### src/rtl/fft_reorder.sv
// FFT output reorder: ping-pong banks turn bit-reversed MDC pairs
// into natural-order bins, one bin per output transfer.
module fft_reorder #(
  parameter int WIDTH = 9,
  parameter int N     = 32
) (
  input  logic                    clk,
  input  logic                    rst,
  input  logic                    in_valid,
  output logic                    in_ready,
  input  logic signed [WIDTH-1:0] in_up_re,
  input  logic signed [WIDTH-1:0] in_up_im,
  input  logic signed [WIDTH-1:0] in_l_re,
  input  logic signed [WIDTH-1:0] in_l_im,
  output logic                    out_valid,
  input  logic                    out_ready,
  output logic signed [WIDTH-1:0] out_re,
  output logic signed [WIDTH-1:0] out_im,
  output logic [4:0]              out_index,
  output logic                    out_last
);

  typedef enum logic [1:0] {
    EMPTY,
    FILLING,
    FULL,
    DRAINING
  } bank_st_t;

  bank_st_t st [2];

  logic       fill_ptr;
  logic       drain_ptr;
  logic [3:0] wr_cnt;
  logic [4:0] rd_cnt;

  logic signed [WIDTH-1:0] mem_re [2][N];
  logic signed [WIDTH-1:0] mem_im [2][N];

  logic       in_fire;
  logic       out_fire;
  logic [4:0] up_addr;
  logic [4:0] l_addr;

  function automatic logic [4:0] bitrev5(input logic [4:0] a);
    return {a[0], a[1], a[2], a[3], a[4]};
  endfunction

  assign in_ready  = (st[fill_ptr] == EMPTY) ||
                     (st[fill_ptr] == FILLING);
  assign out_valid = (st[drain_ptr] == FULL) ||
                     (st[drain_ptr] == DRAINING);

  assign in_fire  = in_valid && in_ready;
  assign out_fire = out_valid && out_ready;

  assign up_addr = bitrev5({wr_cnt, 1'b0});
  assign l_addr  = bitrev5({wr_cnt, 1'b1});

  always_ff @(posedge clk) begin
    if (in_fire) begin
      mem_re[fill_ptr][up_addr] <= in_up_re;
      mem_im[fill_ptr][up_addr] <= in_up_im;
      mem_re[fill_ptr][l_addr]  <= in_l_re;
      mem_im[fill_ptr][l_addr]  <= in_l_im;
    end
  end

  // Fill and drain banks can never coincide, so both updates are safe.
  always_ff @(posedge clk) begin
    if (rst) begin
      st[0]     <= EMPTY;
      st[1]     <= EMPTY;
      fill_ptr  <= 1'b0;
      drain_ptr <= 1'b0;
      wr_cnt    <= '0;
      rd_cnt    <= '0;
    end else begin
      if (in_fire) begin
        wr_cnt <= wr_cnt + 4'd1;
        if (wr_cnt == 4'd15) begin
          st[fill_ptr] <= FULL;
          fill_ptr     <= ~fill_ptr;
        end else begin
          st[fill_ptr] <= FILLING;
        end
      end
      if (out_fire) begin
        rd_cnt <= rd_cnt + 5'd1;
        if (rd_cnt == 5'd31) begin
          st[drain_ptr] <= EMPTY;
          drain_ptr     <= ~drain_ptr;
        end else begin
          st[drain_ptr] <= DRAINING;
        end
      end
    end
  end

  assign out_re    = out_valid ? mem_re[drain_ptr][rd_cnt] : '0;
  assign out_im    = out_valid ? mem_im[drain_ptr][rd_cnt] : '0;
  assign out_index = rd_cnt;
  assign out_last  = out_valid && (rd_cnt == 5'd31);

endmodule

### config.mk
export PLATFORM = sky130hd
export DESIGN_NAME = fft_reorder
export DESIGN_NICKNAME = d
export VERILOG_FILES = /design/src/rtl/fft_reorder.sv
export SDC_FILE = /design/constraint.sdc
export NUM_CORES = 1
export LEC_CHECK = 0
export CORE_ASPECT_RATIO = 1.25
export CORE_MARGIN = 2
export CORE_UTILIZATION = 25
export CTS_BUF_LIST = sky130_fd_sc_hd__clkbuf_4
export DETAILED_ROUTE_END_ITERATION = 7
export PLACE_DENSITY_LB_ADDON = 0.1
export SETUP_SLACK_MARGIN = 0.5
export SLEW_MARGIN = 40
export SYNTH_ARGS = -nofsm -noshare
export SYNTH_HDL_FRONTEND = slang
export SYNTH_SLANG_ARGS = --single-unit
### constraint.sdc
create_clock -name clk -period 4.2 [get_ports clk]
set_input_delay 1.05 -clock clk [delete_from_list [all_inputs] [get_ports clk]]
set_output_delay 1.05 -clock clk [all_outputs]
set_load 0.01 [all_outputs]
==> Yosys cells after proc, flatten, opt, wreduce, memory -nomap -nowiden <==
Memory sizes are Yosys's and may differ from the RTL's. A register that Yosys moved wholly into a read port is not among the register bits.
Index checks and enable logic that the tools add are counted.
{ "classes": {"addsub": 2, "n_mul": 0, "n_div": 0, "order_cmp": 5, "n_eq_ne": 5, "n_shift": 0, "n_mux": 625, "bitwise": 583, "reduce_logical": 12} }
{ "ops": {"columns": ["cell", "count"], "rows": [
  ["$mux W1", 607],
  ["$or A1 B1 Y1", 578],
  ["$mux W288", 2],
  ["$bmux W9 S5", 2],
  ["$demux W9 S5", 2],
  ["$mux W9", 8],
  ["$ge A6 B6 Y1 const B", 3],
  ["$lt A6 B1 Y1 const B", 2],
  ["$not A5 Y6", 2],
  ["$mux W2", 4],
  ["$not A4 Y6", 1],
  ["$add A5 B1 Y5 const B", 1],
  ["$eq A5 B5 Y1 const B", 1],
  ["$logic_and A1 B1 Y1", 5],
  ["$add A4 B1 Y4 const B", 1],
  ["$eq A2 B2 Y1 const B", 2],
  ["$eq A4 B4 Y1 const B", 1],
  ["$reduce_and A2 Y1", 2],
  ["$reduce_or A2 Y1", 2],
  ["$eq A2 B1 Y1 const B", 1],
  ["$logic_not A2 Y1", 1],
  ["$logic_or A1 B1 Y1", 2],
  ["$not A1 Y1", 2]
]} }
{ "word_totals": {"register_bits": 11, "latchBits": 0, "mem_bits_rw": 1156, "rom_bits": 0, "input_bits": 40, "mem_count": 3} }
{ "memory_table": {"columns": ["name", "words", "word_bits", "rd", "rd_ports_with_merged_regs", "wr", "line", "source"], "rows": [
  ["mem_im", 2, 288, 1, 1, 1, "38", "logic signed [WIDTH-1:0] mem_im [2][N];"],
  ["mem_re", 2, 288, 1, 1, 1, "37", "logic signed [WIDTH-1:0] mem_re [2][N];"],
  ["st", 2, 2, 2, 2, 2, "30", "bank_st_t st [2];"]
]} }

==> Logic depth before layout (Yosys ltp) <==
{ "logic_depth": {"word_depth": 9, "depth_mapped": 10, "depth_no_buf": 6} }

==> Worst setup path after synthesis <==
OpenSTA, ideal clock, no wires.
{ "synth_timing": {"path_type": "input port to flip-flop", "from": "input in_valid", "to": "memory mem_im[0][162] in the netlist's numbering (enable)", "t_arrival_ps": 3305, "slack_ps": 465, "stages": 5, "n_path_buf": 2, "path_cell_list": "and2_0 -> buf_2 -> nand3_1 -> clkbuf_1 -> nor2_1"} }
{ "synth_between": {"elab_chain_cells": 4, "word_cells_on_any_way": 5} }
{ "synth_rtl": {"columns": ["item", "line", "source"], "rows": [
  ["start, declared", "9", "input logic in_valid,"],
  ["$logic_and A1 B1 Y1 (*)", "54", "assign in_fire = in_valid && in_ready;"],
  ["$mux W1 (*)", "61", "if (in_fire) begin"],
  ["$mux W288 (on tied branches)", "63, 65", null],
  ["$or A1 B1 Y1 (no source line) (*)", null, null],
  ["end, declared", "38", null]
]} }
Mark *: on every way between the ends. The rest lies on a longest branch, timed or not.

==> results.yml <==
sta:
  timing.hold.ws_ns: 0.2447
  fin_skew_ns: 0.08918
  slew_violations: 0
  post-route-min-period_ns: 4.738
  worst_pin_slew_ns: 0.8577
  setup_viol: 18
  min_period_over_period_pct: 112.8
  max_clock_freq_mhz: 211.0
  finalHoldViolations: 0
  rsz0062_at_grt: "true"
  relSlewSlack_pct: 42.64
  fin_ws_ns: -0.5383
clocking:
  cts_tree: "built"
  clk_pin_slew_ns: 0.07
  clk-insertion-delay-late_ns: 1.30
  clock-root-buffer: "clkbuf_4"
  cts_buffer_depth: 4
  cts_buffers: 321
  hold_buffers: 0
  clkSinkCount: 1167
  h-tree-depth: 5
status:
  failed_checks: "negative setup slack"
  status: "finished, violations left"
worst_setup_path:
  cp-end-kind: "output pin"
  critPathMaxFanout: 6
  crit_path_cell_trace: "buf_12, buf_12, buf_16, mux4_2, a221o_1, a21oi_2, nor4_2, buf_4, a21o_1, buf_6"
  max_stage_delay_ns: 0.52
  cpMostUsedCell: "buf_12"
  crit_arrival_ns: 3.69
  critPathKind: "reg2out"
  cp_data_required_time_ns: 3.15
  crit_path_top_delay_cell: "mux4_2"
  startpoint_type: "flop"
global_route:
  grt_pass1_wl_um: 252400
  track_usage_pct: 19.00
  antenna_found_initial: 14
  grt_max_degree: 49
  grt_overflow: 0
  grt_pass1_vias: 29330
synth:
  synth_warnings: 0
  syn-instance-count: 2334
  synth-main-ff-cell: "edfxtp_1"
  ys_types: 56
  async_flop_share_pct: 0
  syn_avg_cell_area_um2: 20.74
  synth_edf_count: 1154
  synth_seq_cells: 1167
  netlist_area_mm2: 0.04841
  syn-num-nets: 2382
  ys_seq_area_share_pct: 72.13
final_layout:
  final_nets: 2953
  syn2layout_area_growth_pct: 24.71
  fin_util_pct: 31.39
  drive_gt1_share_pct: 52.30
  layout_commonest_cell: "edfxtp_1"
  final_cell_mix: "1154 x edfxtp_1, 445 x clkbuf_4, 293 x mux2_2"
route:
  wl_per_cell_um: 33.30
  drc_errors: 0
  drtIter0Drc: 2227
  dr.pass1.iters: 5
  drt-total-wl_um: 188100
  via_per_inst: 4.821
  antenna_left: 0
  vias: 27230
pwr:
  power_density_mw_per_mm2: 395.0
  vdd_drop_max_mv: 0.2121
  power.leakage_uw: 0.01897
placement:
  post-dp-hpwl_um: 110900
  numPortBuffers: 65
  gp_congestion: 0.7567
floorplanning:
  ioPinCount: 66
  die-width_um: 397.6
  initial_core_util_pct: 25.17
  rows: 180
  die_y_um: 496.0
  die_area_mm2: 0.1972
  coreArea_mm2: 0.1923
job:
  cap_violations: 0
min_path:
  hp-class: "in2reg"
## cells in the mapped netlist, types with 2 or more instances
library cell,instances,area (um^2)
a2111oi_0,6,52.55
a211o_1,2,17.52
a211oi_1,22,165.2
a21o_1,8,60.06
a21oi_1,27,135.1
a221o_1,2,20.02
a221oi_1,13,113.9
a22o_1,10,87.58
a22oi_1,12,90.09
and2_0,2,12.51
and2_1,3,18.77
buf_1,26,97.59
buf_12,7,140.1
buf_2,52,260.3
buf_4,13,97.59
buf_6,17,191.4
clkbuf_1,66,247.7
dfxtp_1,13,260.3
edfxtp_1,1154,34650
ha_1,8,100.1
inv_1,3,11.26
mux2_2,298,3356
mux2i_1,77,770.7
mux4_1,3,78.83
mux4_2,272,6126
nand2_1,10,37.54
nand2b_1,4,25.02
nand3_1,21,105.1
nor2_1,51,191.4
nor2b_1,21,131.4
nor3_1,8,40.04
nor3b_1,2,15.01
o211ai_1,9,67.56
o21ai_0,4,20.02
o21ai_1,10,50.05
o221ai_1,10,87.58
o22ai_1,41,256.5
or2_2,3,18.77
xnor2_1,4,35.03
xor2_1,4,35.03
## path summary, 6_finish.rpt
kind	end	cells after the start	start	slack, ns
max	out_re[2]	10	flop	-0.54
max reg2reg	mem_im[1][280]	6	flop	1.24
min reg2reg	wr_cnt[3]	2	wr_cnt[3]	0.61
min	mem_re[1][282]	1	in_up_re[3]	0.24
## cell families (layout without fill, tap and decap cells)
logic type	count (synthesis)	after routing	synth area share (%)
fa+ha+maj	8	8	0.2068
xor+xnor	8	8	0.1447
compound gates	183	183	2.647
mux	650	650	21.34
simple gates	132	132	1.334
flops	1167	1167	72.13
other cells	0	8	0
buf+inv	186	944	2.200
## report_power, final
| group | switching [uW] | total, uW | internal [uW] |
|---|---|---|---|
| clock network | 4740 | 9640 | 4890 |
| registers | 22.1 | 12900 | 12900 |
| logic | 775 | 1310 | 536 |
## flip-flops by register name, indices dropped and copies added, names as in the netlist, named ones only
| name | count |
|---|---|
| drain_ptr | 1 |
| mem_im | 576 |
| fill_ptr | 1 |
| out_index | 5 |
| wr_cnt | 4 |
| st | 2 |
| mem_re | 576 |
## layout make-up
class	instances	area [um^2]
Antenna cell	8	20.02
Fill cell	18790	132000
Inverter	4	15.01
Timing Repair Buffer	430	4906
Clock inverter	65	287.8
Multi-Input combinational cell	981	13680
Clock buffer	445	3341
Tap cell	2548	3188
Sequential cell	1167	34930
## what timing repair did
action                     CTS  global route
setup buffers               89            12
cloned                      11             2
setup endpoints to repair   26            20
gates resized for setup    303            59
pin swaps                   46            34
hold endpoints to repair     0             0
## per-stage QoR
stage	instances	total power [uW]	setup slack [ns]	area [um^2]	TNS [ns]
2_1_floorplan	2334	13740	0.4652	48410	0
3_3_place_gp	5016	14320	-0.1780	54030	-0.5686
3_5_place_dp	5016	14340	-0.2372	54010	-0.4700
4_1_cts	5626	24210	-0.7190	59910	-12.20
5_1_grt	5641	24770	-0.6681	60350	-11.15
6_report	5648	23840	-0.5383	60370	-8.449
## layer usage
layer | share of wire, % | track usage [%] | up-vias
li1 | - | - | 11120
met1 | 42 | 24.09 | 14920
met2 | 51 | 32.72 | 872
met3 | 4.7 | 3.650 | 304
met4 | 2.4 | 5.801 | 12
met5 | 0.041 | 0 | -
## worst max-delay path: cells and delay by family (launching register included)
kind / cells / cell delay [ns]
DFF: 1 / 0.39
muxes: 1 / 0.52
buffers and inverters: 5 / 0.77
and+or+nand+nor: 1 / 0.05
AOI/OAI and AO/OA: 3 / 0.65
Note: power is estimated with default switching activity, not from simulation.
